===== src/rtl/edge_bbox_detect.sv =====
// edge_bbox_detect: bounding box and pixel count of edge pixels per frame.
// Ports: pixelclk, reset_n (async, active low), i_vsync/i_hsync/i_de/i_rgb
//   video in; o_box_valid (one-cycle report pulse), o_box_found,
//   o_x_min/o_x_max, o_y_min/o_y_max, o_edge_cnt (last frame's result).
module edge_bbox_detect #(
   parameter int         X_W        = 11,
   parameter int         Y_W        = 11,
   parameter logic [7:0] EDGE_LEVEL = 8'h00,
   parameter int         MIN_COUNT  = 1
) (
   input  logic               pixelclk,
   input  logic               reset_n,
   input  logic               i_vsync,
   input  logic               i_hsync,
   input  logic               i_de,
   input  logic [7:0]         i_rgb,
   output logic               o_box_valid,
   output logic               o_box_found,
   output logic [X_W-1:0]     o_x_min,
   output logic [X_W-1:0]     o_x_max,
   output logic [Y_W-1:0]     o_y_min,
   output logic [Y_W-1:0]     o_y_max,
   output logic [X_W+Y_W-1:0] o_edge_cnt
);

   localparam int C_W = X_W + Y_W;
   localparam logic [C_W-1:0] MIN_C = C_W'(MIN_COUNT);

   typedef enum logic [1:0] {
      IDLE,
      ACTIVE,
      REPORT
   } state_t;

   state_t         state;
   logic           vsync_d;
   logic           armed;
   logic           de_d;
   logic [X_W-1:0] x_cnt;
   logic [Y_W-1:0] y_cnt;
   logic [X_W-1:0] x_min;
   logic [X_W-1:0] x_max;
   logic [Y_W-1:0] y_min;
   logic [Y_W-1:0] y_max;
   logic [C_W-1:0] edge_cnt;

   logic frame_start;
   logic frame_end;
   logic in_frame;
   logic edge_pix;
   logic found;
   logic unused_hsync;

   assign unused_hsync = i_hsync;

   // armed stays low after reset until vsync is seen low, so a frame
   // already in progress at reset release never starts accumulation.
   assign frame_start = i_vsync & ~vsync_d & armed;
   assign frame_end   = ~i_vsync & vsync_d;

   // The vsync-fall cycle is excluded: its pixel is outside the frame.
   assign in_frame = (state == ACTIVE) & i_vsync;
   assign edge_pix = in_frame & i_de & (i_rgb == EDGE_LEVEL);
   assign found    = (edge_cnt >= MIN_C);

   always_ff @(posedge pixelclk or negedge reset_n) begin
      if (!reset_n) begin
         state       <= IDLE;
         vsync_d     <= 1'b0;
         armed       <= 1'b0;
         de_d        <= 1'b0;
         x_cnt       <= '0;
         y_cnt       <= '0;
         edge_cnt    <= '0;
         x_min       <= '1;
         y_min       <= '1;
         x_max       <= '0;
         y_max       <= '0;
         o_box_valid <= 1'b0;
         o_box_found <= 1'b0;
         o_x_min     <= '0;
         o_x_max     <= '0;
         o_y_min     <= '0;
         o_y_max     <= '0;
         o_edge_cnt  <= '0;
      end else begin
         vsync_d     <= i_vsync;
         o_box_valid <= 1'b0;
         if (!i_vsync) begin
            armed <= 1'b1;
         end

         unique case (state)
            IDLE: begin
               if (frame_start) begin
                  state <= ACTIVE;
               end
            end
            ACTIVE: begin
               if (frame_end) begin
                  state       <= REPORT;
                  o_box_valid <= 1'b1;
                  o_box_found <= found;
                  o_edge_cnt  <= edge_cnt;
                  o_x_min     <= found ? x_min : '0;
                  o_x_max     <= found ? x_max : '0;
                  o_y_min     <= found ? y_min : '0;
                  o_y_max     <= found ? y_max : '0;
               end
            end
            REPORT: begin
               state <= frame_start ? ACTIVE : IDLE;
            end
            default: begin
               state <= IDLE;
            end
         endcase

         if (frame_start) begin
            de_d     <= 1'b0;
            x_cnt    <= '0;
            y_cnt    <= '0;
            edge_cnt <= '0;
            x_min    <= '1;
            y_min    <= '1;
            x_max    <= '0;
            y_max    <= '0;
         end else if (in_frame) begin
            de_d <= i_de;
            if (i_de) begin
               if (!(&x_cnt)) begin
                  x_cnt <= x_cnt + 1'b1;
               end
            end else if (de_d) begin
               // End of a line: next row, column restarts.
               x_cnt <= '0;
               if (!(&y_cnt)) begin
                  y_cnt <= y_cnt + 1'b1;
               end
            end
            if (edge_pix) begin
               if (!(&edge_cnt)) begin
                  edge_cnt <= edge_cnt + 1'b1;
               end
               if (x_cnt < x_min) begin
                  x_min <= x_cnt;
               end
               if (x_cnt > x_max) begin
                  x_max <= x_cnt;
               end
               if (y_cnt < y_min) begin
                  y_min <= y_cnt;
               end
               if (y_cnt > y_max) begin
                  y_max <= y_cnt;
               end
            end
         end
      end
   end

endmodule

===== config.mk =====
export PLATFORM = sky130hd
export DESIGN_NAME = edge_bbox_detect
export DESIGN_NICKNAME = d
export VERILOG_FILES = /design/src/rtl/edge_bbox_detect.sv
export SDC_FILE = /design/constraint.sdc
export NUM_CORES = 1
export LEC_CHECK = 0
export ABC_CLOCK_PERIOD_IN_PS = 2000
export BUFFER_PORTS_ARGS = -buffer_cell sky130_fd_sc_hd__buf_2
export CAP_MARGIN = 30
export CORE_UTILIZATION = 54
export DETAILED_ROUTE_END_ITERATION = 10
export PLACE_DENSITY = 0.85
export SLEW_MARGIN = 5
export SYNTH_ARGS = -nofsm -noshare
export SYNTH_HDL_FRONTEND = slang
export SYNTH_SLANG_ARGS = --single-unit

===== constraint.sdc =====
create_clock -name pixelclk -period 2 [get_ports pixelclk]
set_input_delay 0.4 -clock pixelclk [delete_from_list [all_inputs] [get_ports pixelclk]]
set_output_delay 0.4 -clock pixelclk [all_outputs]
set_load 0.02 [all_outputs]

# Word level (Yosys, flattened, before mapping)

Index checks and enable logic that the tools add are counted.

Register bits: 161
Input bits: 13
Output and inout bits: 68

$add $sub $neg: 3
Order comparisons: 5
Eq/ne operators: 8
Multiplexer cells: 42
Bitwise logic cells: 8
Reductions and logical operators: 22

Operators by type and width:

| operator                                              | count |
|---|---|
| 2-to-1 mux 11 bit                                     | 30 |
| 2-to-1 mux 22 bit                                     | 4 |
| adder 11 x 1 -> 11 bit (second input constant)        | 2 |
| adder 22 x 1 -> 22 bit (second input constant)        | 1 |
| >= comparator 22 x 1 -> 1 bit (second input constant) | 1 |
| greater-than comparator 11 bit                        | 2 |
| less-than comparator 11 bit                           | 2 |
| AND reduction 11 bit                                  | 2 |
| AND reduction 22 bit                                  | 1 |
| AND reduction 3 bit                                   | 6 |
| nonzero test 2 bit                                    | 7 |
| logical NOT 8 bit                                     | 1 |
| inequality test 2 bit (second input constant)         | 4 |
| bitwise AND 1 bit                                     | 6 |
| one-hot mux 2 bit (3 select lines)                    | 1 |
| 2-to-1 mux 1 bit                                      | 5 |
| 2-to-1 mux 2 bit                                      | 2 |
| AND reduction 2 bit                                   | 2 |
| AND reduction 4 bit                                   | 1 |
| inequality test 3 bit (second input constant)         | 1 |
| nonzero test 3 bit                                    | 1 |
| equality test 2 x 1 -> 1 bit (second input constant)  | 1 |
| equality test 2 bit (second input constant)           | 1 |
| logical NOT 2 bit                                     | 1 |
| other kinds (2)                                       | 3 |

# Logic depth before layout (Yosys ltp)

Gate-level depths: netlist of the first run.

Word-level depth: 7
Gate-level depth with buffers: 8

# Least setup slack after synthesis of the first run

OpenSTA, ideal clock, no wires.

Path type: register -> register
From: reg x_min[10]
To: reg x_min[0]
Arrival time: 2037 ps
Required time: 1900 ps
Setup slack: -138 ps
Cell stages (with the launch flop): 9
Buffers on the path: 1
Clock period less this slack: 2138 ps
Cells stage by stage: dfstp_2 inv_1 ha_1 and4_1 a21o_1 a211oi_1 o21a_1 clkbuf_1 o211ai_1

Longest elaborated chain between the ends: 3

Ends and longest elaborated chain:

| item                                 | line | source |
|---|---|---|
| from (decl)                          | 41   | `logic [X_W-1:0] x_min;` |
| from (signal assigned)               | 146  | `x_min <= x_cnt;` |
| less-than comparator 11 bit          | 145  | `if (x_cnt < x_min) begin` |
| nonzero test 2 bit (no source line)  | -    |  |
| AND reduction 3 bit (no source line) | -    |  |

No other way between the ends.
A chain may end at the register's enable or synchronous reset.

# Worst setup path in the final report of the first run

From: reg y_max[4]
To: reg y_max[7]

Longest elaborated chain between the ends: 3

Ends and longest elaborated chain:

| item                                 | line | source |
|---|---|---|
| from (decl)                          | 44   | `logic [Y_W-1:0] y_max;` |
| from (signal assigned)               | 155  | `y_max <= y_cnt;` |
| greater-than comparator 11 bit       | 154  | `if (y_cnt > y_max) begin` |
| nonzero test 2 bit (no source line)  | -    |  |
| AND reduction 3 bit (no source line) | -    |  |

No other way between the ends.

==> summary.md, run 1 <==
| Metric | Value |
|---|---|
| Run status | finished, violations left |
| Violations in the final reports | setup timing |
| Via density | 6.72 |
| Primary flip-flop cell chosen by synthesis mapping | dfrtp_1 |
| Summed instance area of the synthesized netlist | 8070 µm² |
| Row count | 44 |
| Via count of the first global-routing pass | 7398 |
| Asr flop ratio synth | 100% |
| Pre-CTS setup slack | -0.222 ns |
| Number of buffers on the longest clock path | 2 |
| Num Clock Sinks | 161 |
| Weighted congestion reported at the end of routability-driven placement | 0.880 |
| Post-detailed-route DRC marker count | 0 |
| Startpoint kind of the worst setup timing path | flip-flop |
| TritonCTS clock tree | done |
| Global-route usage over all layers | 29.4% |
| Remaining max-slew budget at the tightest pin | 65.1% |
| DR iter-0 viols | 1089 |
| Count of flip-flops with a built-in enable after synthesis | 0 |
| Count of nets after finishing | 1065 |
| Total of flip-flops plus latches after synthesis | 161 |
| R2R Path End | y_max[7]$_DFFE_PN0P_ |
| Number of different library cells in the post-synthesis netlist | 63 |
| Root cell of the clock tree | clkbuf_16 |
| Most common cell in the netlist | dfrtp_1 |
| Antenna violation net count after detailed routing | 0 |
| Vias post-DR | 8085 |
| Achievable clock frequency | 0.460 GHz |
| Number of non-filler instances in the completed layout | 1203 |
| Number of setup violations in the final report | 116 |
| H-tree level count | 4 |
| Peak VDD IR | 0.709 mV |
| Number of port buffers | 79 |
| Leading cell types by count after synthesis | 139 x dfrtp_1, 107 x nand2_1, 52 x inv_1 |
| Fraction of layout instances using a drive strength above 1 | 35.6% |
| Maximum number of pins on one net before global-route repair | 53 |
| Tightest Hold Check Type | in -> reg |
| Wirelength, routed | 28000 µm |
| Clock transition at path regs | 0.07 ns |
| Die H | 124 µm |
| HPWL after detailed placement | 14300 µm |
| Crit path setup slack, layout | -0.172 ns |
| Max_cap viols | 0 |
| Final count of pins violating max slew | 0 |
| Worst endpoint data arrival time | 2.51 ns |
| Min-Delay Endpoint | vsync_d$_DFF_PN0_ |
| Later-pin clock latency in the skew report | 0.45 ns |
| Beginning of the worst hold path | i_vsync |
| Fill cell total of the finished layout | 887 |
| Crit Reg-Reg Startpoint | y_max[4]$_DFFE_PN0P_ |
| Final hold vios | 0 |
| Layout Area Growth over Synthesis | 34.5% |
| Classification of the worst setup path | reg -> reg |
| Time the final worst path needs with I/O delays and setup | 2.17 ns |
| Mean Syn Cell Area | 9.92 µm² |
| Required time reported for the critical path endpoint | 2.34 ns |
| Instance count of the mapped netlist | 813 |
| Area share of the leading cell type in the synthesized netlist | 43.1% |
| Synthesized net count | 873 |
| Post-route clock skew | 0.0141 ns |
| Setup slack of the worst register-to-register path | -0.17 ns |
| Leakage power | 5.33 nW |
| Number of CTS-inserted buffers | 17 |
| GRT overflow | 0 |
| Sequential cell area in the final layout | 4070 µm² |
| Maximum net fanout on the critical path | 5 |
| Top cells by area, synth | dfrtp_1 43%, ha_1 7.3%, dfstp_2 7.2%, nand2_1 5.0%, a22o_1 4.8% |
| Placed cell count | 1140 |
| Critical Path Sink Type | flip-flop |
| Area used by multi-input combinational logic | 4240 µm² |
| Full die area | 15400 µm² |
| Post-detailed-placement cell area | 9380 µm² |
| Post-route cell area | 10800 µm² |
| Power per cell area | 820 nW/µm² |
| Avg WL per Cell | 23.3 µm |
| Initial core utilization | 55.5% |
| Io pins | 81 |
| Final worst-path cycle share | 109% |
| Transition time at the pin with the least slew margin | 0.519 ns |
| Detailed-routing iteration count for the pre-antenna-repair pass | 7 |
| Yosys top cell by area | dfrtp_1 |
| Setup repair after global routing missed its margin | yes |
| Sequential cell area fraction in the yosys report | 50.3% |
| Die Wd | 124 µm |
| First-pass GRT wire length | 36300 µm |
| Cells on Worst Hold Path | 1 |
| Placeable core region | 14500 µm² |
| Initial antenna violation count | 1 |
| R2r worst-path depth | 8 |
| Yosys warns | 0 |
-- sequential cells by signal, indices dropped and copies added (netlist names) --
| register | count |
|---|---|
| armed | 1 |
| de_d | 1 |
| edge_cnt | 22 |
| o_box_found | 1 |
| o_box_valid | 1 |
| o_edge_cnt | 22 |
| o_x_max | 11 |
| o_x_min | 11 |
| o_y_max | 11 |
| o_y_min | 11 |
| state | 2 |
| vsync_d | 1 |
| x_cnt | 11 |
| x_max | 11 |
| x_min | 11 |
| y_cnt | 11 |
| y_max | 11 |
| y_min | 11 |
-- worst max-delay path: stages (launching register included) --
cell and delay [ns]:
dfrtp_1 0.39, inv_1 0.07, ha_1 0.33, nand4_1 0.16
a21oi_1 0.06, or4_1 0.49, nand3_2 0.13, buf_6 0.16
mux2i_1 0.27
-- where the power goes --
group          total (W)  internal [W]  leakage (nW)  switching [W]
logic            0.00184      0.000741          2.95        0.00110
registers        0.00379       0.00357          2.10       0.000219
clock network    0.00327       0.00194         0.281        0.00133
-- cells in the final DEF, fill, tap and decap left out, types with 37 or more instances in the layout --
master   netlist  routed
nand3_1       40      37
dfrtp_1      139     131
buf_2          5      80
buf_4          1     115
o21ai_0       45      38
nand2_1      107     106
a21oi_1       44      38
a22o_1        44      44
inv_1         52      42
nor2_1        40      38
-- per-stage QoR --
stage	hold WS, ns	total power, W	utilization (%)	setup TNS, ns
final	0.170	0.00890	74.6	-7.66
after global routing	0.175	0.00917	74.6	-14.89
after CTS	0.156	0.00865	70.3	-0.0593
after detailed placement	0.380	0.00539	64.5	-11.82
after global placement	0.382	0.00533	64.3	-4.84
after floorplan	0.104	0.00474	-	0
-- kinds of logic after synthesis --
kind of cell               after synthesis  synth area share, %
DFF                                    161                 50.3
adders and majority gates               47                 7.29
buffers and inverters                   95                 4.71
AOI/OAI and AO/OA                      205                 17.2
muxes                                   24                 2.99
xor gates and xnor gates                 4                0.434
and+or+nand+nor                        277                 17.1
-- cell type report --
| class | instances | share of cell area, % |
|---|---|---|
| multi-input cells | 559 | 39.1 |
| inverters | 53 | 1.86 |
| flip-flops and latches | 161 | 37.5 |
| clock inverters | 8 | 0.946 |
| repair buffers | 213 | 14.1 |
| well taps | 184 | 2.12 |
| diodes | 1 | 0.0231 |
| clock buffers | 24 | 4.44 |
-- worst max path at each step --
stage / startpoint / endpoint / slack [ns] / cells past startpoint
after CTS: y_max[8]$_DFFE_PN0P_ / y_max[6]$_DFFE_PN0P_ / -0.04 / 8
after floorplan: y_cnt[10]$_DFFE_PN0P_ / y_max[10]$_DFFE_PN0P_ / 0.008 / 7
final: y_max[4]$_DFFE_PN0P_ / y_max[7]$_DFFE_PN0P_ / -0.17 / 8
after global routing: y_cnt[2]$_DFFE_PN0P_ / y_min[3]$_DFFE_PN1P_ / -0.21 / 8
after detailed placement: edge_cnt[1]$_DFFE_PN0P_ / o_x_max[5]$_DFFE_PN0P_ / -0.22 / 8
after global placement: i_rgb[1] / edge_cnt[7]$_DFFE_PN0P_ / -0.08 / 7
-- layer usage --
metal / part of all wire, % / track usage [%]
met5: 0 / 0
met4: 6.5 / 13.8
met3: 9.6 / 5.65
met2: 47 / 47.4
met1: 37 / 38.4
-- repair_timing --
action                                  CTS  global route
hold buffers                              1             0
endpoints found under the setup margin  113           100
gates cloned                              1             5
gates resized for setup                  38            80
setup buffers                             4            19
pin swaps                                12            29
endpoints found under the hold margin    35             0
No activity file was read; power rests on OpenSTA's default activity.
==> run 2: changes to the inputs <==
ABC_CLOCK_PERIOD_IN_PS = 2230   (was 2000)
CORE_UTILIZATION = 59   (was 54)
PLACE_DENSITY = 0.87   (was 0.85)
clock period = 2.23 ns   (was 2 ns; I/O delays follow)
==> run 2 against run 1 <==
The flow still finishes with violations (setup timing). First-iteration DRC count down 40%. Hold slack better by 0.051 ns. Count of clock-buffer cells in the layout down 2. Sequential share of layout area up 3.8 points. Sequential cell count unchanged. Sequential power down 11%. Die area down 8.3%. Clock skew up 0.0018 ns. Critical endpoint is now x_max[1]$_DFFE_PN0P_. Highest routed layer unchanged.
==> summary.md, run 2 (synthesis gave the netlist of run 1 again) <==
| Metric | Value |
|---|---|
| Run status | finished, violations left |
| Violations in the final reports | setup timing |
| Num Clock Sinks | 161 |
| Post-detailed-placement cell area | 9050 µm² |
| Via count of the first global-routing pass | 6878 |
| Post-detailed-route DRC marker count | 0 |
| Required time reported for the critical path endpoint | 2.52 ns |
| Clock transition at path regs | 0.06 ns |
| Via density | 6.33 |
| Die H | 119 µm |
| Post-route clock skew | 0.0159 ns |
| Crit path setup slack, layout | -0.0955 ns |
| Layout Area Growth over Synthesis | 21.8% |
| Count of nets after finishing | 1000 |
| Maximum number of pins on one net before global-route repair | 58 |
| Cells on Worst Hold Path | 1 |
| Time the final worst path needs with I/O delays and setup | 2.33 ns |
| Most common cell after layout, fill and taps aside | dfrtp_1 |
| Pre-CTS setup slack | -0.106 ns |
| Met3 Resource Use GR | 6.13% |
| Gate power share | 18.1% |
| Setup TNS after final layout | -0.214 ns |
| HPWL after detailed placement | 13600 µm |
| Leakage power | 5.01 nW |
| Max_cap viols | 0 |
| Row count | 42 |
| Final worst-path cycle share | 104% |
| TritonCTS clock tree | done |
| R2r worst-path depth | 7 |
| First-pass GRT wire length | 33900 µm |
| Initial core utilization | 60.7% |
| Wirelength, routed | 21400 µm |
| Proportion of power drawn by the clock network | 39.2% |
| Diode count | 0 |
| Achievable clock frequency | 0.430 GHz |
| Most crowded layer after global routing | met2 |
| Placeable core region | 13300 µm² |
| Detailed-routing iteration count for the pre-antenna-repair pass | 5 |
| Startpoint kind of the worst setup timing path | flip-flop |
| Number of setup violations in the final report | 6 |
| Global routing usage on met2 | 49.0% |
| Critical Path Sink Type | flip-flop |
| Peak VDD IR | 0.623 mV |
| Worst endpoint data arrival time | 2.61 ns |
| Remaining max-slew budget at the tightest pin | 63.4% |
| Classification of the worst setup path | reg -> reg |
| Weighted congestion reported at the end of routability-driven placement | 0.887 |
| Power after layout | 0.00795 W |
| Number of non-filler instances in the completed layout | 1129 |
| Number of buffers on the longest clock path | 2 |
| Full die area | 14100 µm² |
| Top flop regs | edge_cnt (22), o_edge_cnt (22) |
| Fill cell total of the finished layout | 871 |
| Root cell of the clock tree | clkbuf_16 |
| Reg power frac | 42.6% |
| Transition time at the pin with the least slew margin | 0.548 ns |
| Post-route cell area | 9830 µm² |
| Later-pin clock latency in the skew report | 0.43 ns |
| Final hold vios | 0 |
| Fraction of layout instances using a drive strength above 1 | 24.2% |
| Initial antenna violation count | 0 |
| Power per cell area | 809 nW/µm² |
| Vias post-DR | 7142 |
| Tightest Hold Check Type | in -> reg |
| Avg WL per Cell | 19.0 µm |
| GRT overflow | 0 |
| Switching power | 0.00222 W |
| Number of CTS-inserted buffers | 17 |
| Number of port buffers | 79 |
| Commonest cells after routing, fill and taps aside | 138 x dfrtp_1, 107 x nand2_1, 78 x buf_2, 63 x buf_4, 52 x inv_1 |
| Maximum net fanout on the critical path | 9 |
| Die Wd | 119 µm |
| Placed cell count | 1090 |
| DR iter-0 viols | 657 |
| Met1 global-route usage | 40.5% |
| Io pins | 81 |
| Antenna violation net count after detailed routing | 0 |
| Switching Fraction | 28.0% |
| Final count of pins violating max slew | 0 |
| Internal power contribution | 0.00573 W |
| H-tree level count | 4 |
| Global-route usage over all layers | 30.5% |
## run 2: changes by cell type in the layout (fill, tap and decap cells not counted), moves of 6 or more
cell	previous run	this run
a21oi_1	38	44
buf_4	115	63
buf_6	10	4
dfrtp_1	131	138
dfrtp_2	8	1
ha_1	25	47
ha_4	20	0
inv_1	42	52
inv_2	10	0
## run 2: final timing paths
path                                            start                         end  slack, ns
max in group asynchronous                     reset_n      o_y_max[0]$_DFFE_PN0P_       0.98
min reg2reg                o_edge_cnt[18]$_DFFE_PN0P_  o_edge_cnt[18]$_DFFE_PN0P_       0.48
max reg2reg                      x_cnt[7]$_DFFE_PN0P_        x_max[1]$_DFFE_PN0P_       -0.1
max                              x_cnt[7]$_DFFE_PN0P_        x_max[1]$_DFFE_PN0P_       -0.1
min                                           i_vsync           vsync_d$_DFF_PN0_       0.22
min in group asynchronous                     reset_n      o_x_min[5]$_DFFE_PN0P_       0.56
## run 2: critical path, stage by stage (launching register included)
cell and delay (ns):
dfrtp_1 0.53, ha_1 0.38, nand4_1 0.18, a211oi_1 0.46, a2111oi_2 0.12, buf_4 0.18, o21ai_0 0.23, a21oi_1 0.11
## run 2: routing by layer
layer,share of wire (%),vias up
met5,0,-
met4,3.0,0
met3,8.2,68
met2,47,367
met1,42,3496
li1,-,3211
## run 2: stage by stage
step / util (%) / hold slack [ns]
after floorplan: - / 0.150
after global placement: 67.8 / 0.447
after detailed placement: 68.0 / 0.447
after CTS: 73.0 / 0.208
after global routing: 73.9 / 0.213
final: 73.9 / 0.221
## run 2: layout make-up
class	instances	area [µm²]	area share, %
clock inverter	10	158	1.60
clock buffer	22	474	4.82
tap	176	220	2.24
multi-input combinational	558	3730	38.0
sequential	161	4060	41.3
timing repair buffer	149	986	10.0
inverter	53	199	2.02
## run 2: power groups by stage
| stage | sequential (W) | clock [W] | combinational, W |
|---|---|---|---|
| after floorplan | 0.00371 | 0 | 0.000538 |
| after global placement | 0.00343 | 0 | 0.00130 |
| after detailed placement | 0.00344 | 0 | 0.00136 |
| after CTS | 0.00339 | 0.00313 | 0.00138 |
| after global routing | 0.00342 | 0.00327 | 0.00156 |
| final | 0.00339 | 0.00312 | 0.00144 |
## run 2: what timing repair did
action	4_1_cts	5_1_grt
pin swaps	0	4
setup endpoints to repair	39	75
hold endpoints to repair	7	0
gates resized for setup	3	20
setup buffers	0	5
gates cloned	0	1
hold buffers	1	0
==> run 3: changes to the inputs <==
--- a/config.mk
+++ b/config.mk
@@ -10,5 +10,6 @@
 export CAP_MARGIN = 30
-export CORE_UTILIZATION = 59
+export CORE_UTILIZATION = 30
 export DETAILED_ROUTE_END_ITERATION = 10
-export PLACE_DENSITY = 0.87
+export PLACE_DENSITY = 0.53
+export REMOVE_ABC_BUFFERS = 1
 export SLEW_MARGIN = 5
==> constraint.sdc (replaced) <==
create_clock -name pixelclk -period 2.23 [get_ports pixelclk]
set_input_delay 0.5575 -clock pixelclk [delete_from_list [all_inputs] [get_ports pixelclk]]
set_output_delay 0.5575 -clock pixelclk [all_outputs]
set_load 0.02 [all_outputs]
==> run 3 against run 2 <==
Count of clock-buffer cells in the layout down 4. First-iteration DRC count shrank 42%. The flow finishes with violations (DRC). Maximum frequency rose by 9.1%. Sequential cell count is the same. Critical endpoint is now y_min[8]$_DFFE_PN1P_. Die area up 95%. Worst setup slack gained 0.19 ns. Largest cell class unchanged. Highest routed layer unchanged. Register-to-register slack better by 0.19 ns. Non-clock buffer count increased by 8.
==> summary.md, run 3 (synthesis gave the netlist of run 1 again) <==
| Metric | Value |
|---|---|
| Min-Delay Endpoint | x_cnt[1]$_DFFE_PN0P_ |
| DR iter-0 viols | 380 |
| TritonCTS clock tree | done |
| Power per cell area | 791 nW/µm² |
| Worst endpoint data arrival time | 2.48 ns |
| Maximum net fanout on the critical path | 11 |
| HPWL after detailed placement | 14600 µm |
| Beginning of the worst hold path | i_de |
| Final count of pins violating max slew | 0 |
| Most crowded layer after global routing | met2 |
| Required time reported for the critical path endpoint | 2.58 ns |
| Area used by multi-input combinational logic | 3680 µm² |
| Fraction of layout instances using a drive strength above 1 | 24.8% |
| Via count of the first global-routing pass | 6540 |
| Post-route clock skew | 0.0134 ns |
| Commonest cells after routing, fill and taps aside | 138 x dfrtp_1, 107 x nand2_1, 78 x buf_2, 69 x buf_4, 50 x inv_1 |
| Remaining max-slew budget at the tightest pin | 66.1% |
| Leakage power | 5.05 nW |
| Cells on Worst Hold Path | 3 |
| Later-pin clock latency in the skew report | 0.44 ns |
| Num Clock Sinks | 161 |
| Clock transition at path regs | 0.07 ns |
| Die H | 166 µm |
| Met1 global-route usage | 21.6% |
| Initial core utilization | 30.8% |
| Initial antenna violation count | 1 |
| Fill cell total of the finished layout | 2609 |
| Wirelength, routed | 20500 µm |
| Achievable clock frequency | 0.469 GHz |
| R2r worst-path depth | 8 |
| Count of nets after finishing | 1007 |
| Number of setup violations in the final report | 0 |
| Global routing usage on met2 | 23.8% |
| H-tree level count | 4 |
| Placeable core region | 26200 µm² |
| Number of CTS-inserted buffers | 17 |
| Setup slack of the worst register-to-register path | 0.1 ns |
| Transition time at the pin with the least slew margin | 0.505 ns |
| Number of buffers on the longest clock path | 2 |
| Detailed-routing iteration count for the pre-antenna-repair pass | 8 |
| Critical Path Sink Type | flip-flop |
| Crit Reg-Reg Startpoint | y_min[5]$_DFFE_PN1P_ |
| Avg WL per Cell | 15.8 µm |
| R2R Path End | y_min[8]$_DFFE_PN1P_ |
| Maximum number of pins on one net before global-route repair | 54 |
| Time the final worst path needs with I/O delays and setup | 2.13 ns |
| Pre-CTS setup slack | -0.0519 ns |
| Max_cap viols | 0 |
| Vias post-DR | 6600 |
| Run status | finished, violations left |
| Root cell of the clock tree | clkbuf_16 |
| Peak VDD IR | 0.563 mV |
| Final worst-path cycle share | 95.6% |
| Post-detailed-route DRC marker count | 16 |
| Die Wd | 166 µm |
| Startpoint kind of the worst setup timing path | flip-flop |
| Full die area | 27600 µm² |
| First-pass GRT wire length | 34300 µm |
| Io pins | 81 |
| Tightest Hold Check Type | in -> reg |
| Met3 Resource Use GR | 3.19% |
| Global-route usage over all layers | 15.5% |
| Violations in the final reports | DRC |
| GRT overflow | 0 |
| Post-route cell area | 10100 µm² |
| Sequential cell area in the final layout | 4060 µm² |
| Layout Area Growth over Synthesis | 24.7% |
| Row count | 59 |
| Top flop regs | edge_cnt (22), o_edge_cnt (22) |
| Delay contributed by the slowest stage of the critical path | 0.55 ns |
| Crit path setup slack, layout | 0.0983 ns |
| Critical path's slowest cell | dfstp_2 |
| Ordered list of cells on the worst path | inv_1 -> ha_1 -> a21o_1 -> a221o_1 -> a31oi_1 -> o21ai_1 -> buf_6 -> mux2i_1 |
| Post-detailed-placement cell area | 9360 µm² |
| Number of non-filler instances in the completed layout | 1296 |
| Via density | 5.09 |
| Weighted congestion reported at the end of routability-driven placement | 0.777 |
| Number of port buffers | 79 |
| Most common cell after layout, fill and taps aside | dfrtp_1 |
| Antenna violation net count after detailed routing | 0 |
| Placed cell count | 1260 |
| Power after layout | 0.00796 W |
| Final hold vios | 0 |
| Classification of the worst setup path | reg -> reg |
==> run 3: cell types whose count changed in the layout (fill, tap and decap cells not counted), sizes merged <==
cell / change
clkinvlp: -1
diode: +1
bufinv: -1
buf: +8
inv: +5
nor2: -1
clkinv: +1
clkbuf: -4
==> run 3: how the worst max path moves through the flow <==
stage	cells past startpoint	slack (ns)	from	to
3_3_place_gp	7	-0.04	i_rgb[1]	edge_cnt[5]$_DFFE_PN0P_
4_1_cts	8	0.03	y_min[5]$_DFFE_PN1P_	y_min[8]$_DFFE_PN1P_
2_1_floorplan	4	-1.55	i_vsync	o_x_max[0]$_DFFE_PN0P_
5_1_grt	9	-0.009	x_min[9]$_DFFE_PN1P_	x_min[9]$_DFFE_PN1P_
6_report	8	0.1	y_min[5]$_DFFE_PN1P_	y_min[8]$_DFFE_PN1P_
3_5_place_dp	8	-0.05	i_rgb[1]	y_min[8]$_DFFE_PN1P_
==> run 3: metrics by stage <==
step	setup TNS (ns)	hold WS, ns	util (%)
finish	0	0.442	38.4
global route	-0.0275	0.462	38.4
CTS	0	0.428	38.2
detailed placement	-0.262	0.460	35.7
global placement	-0.102	0.453	35.7
floorplan	-108.49	0.262	-
==> run 3: power breakdown <==
group / leakage, nW / internal (W) / switching (W)
clock: 0.304 / 0.00183 / 0.00133
sequential: 2.11 / 0.00320 / 0.000167
combinational: 2.64 / 0.000565 / 0.000868
total: 5.05 / 0.00560 / 0.00236
==> run 3: repair_timing <==
item | 4_1_cts | 5_1_grt
gates resized for setup | 0 | 13
setup buffers | 0 | 2
hold buffers | 1 | 0
endpoints found under the setup margin | 0 | 70
endpoints found under the hold margin | 1 | 0
==> run 3: area by class of cell <==
class,count,share of cell area (%)
diodes,1,0.0249
flip-flops and latches,161,40.3
clock inverters,14,1.95
well taps,335,4.16
inverters,53,1.98
clock buffers,18,4.36
repair buffers,157,10.7
multi-input cells,557,36.5
==> run 3: routing by layer <==
metal / vias to the layer above / routed length [µm]
li1: 3226 / -
met1: 3248 / 10200
met2: 108 / 9250
met3: 18 / 801
met4: 0 / 269
met5: - / 0
==> run 3: critical path, delay by kind of cell, from the launching register on <==
family / cells / cell delay, ns
AOI/OAI and AO/OA: 4 / 0.81
DFF: 1 / 0.55
adders and majority gates: 1 / 0.27
buffers and inverters: 2 / 0.23
muxes: 1 / 0.18
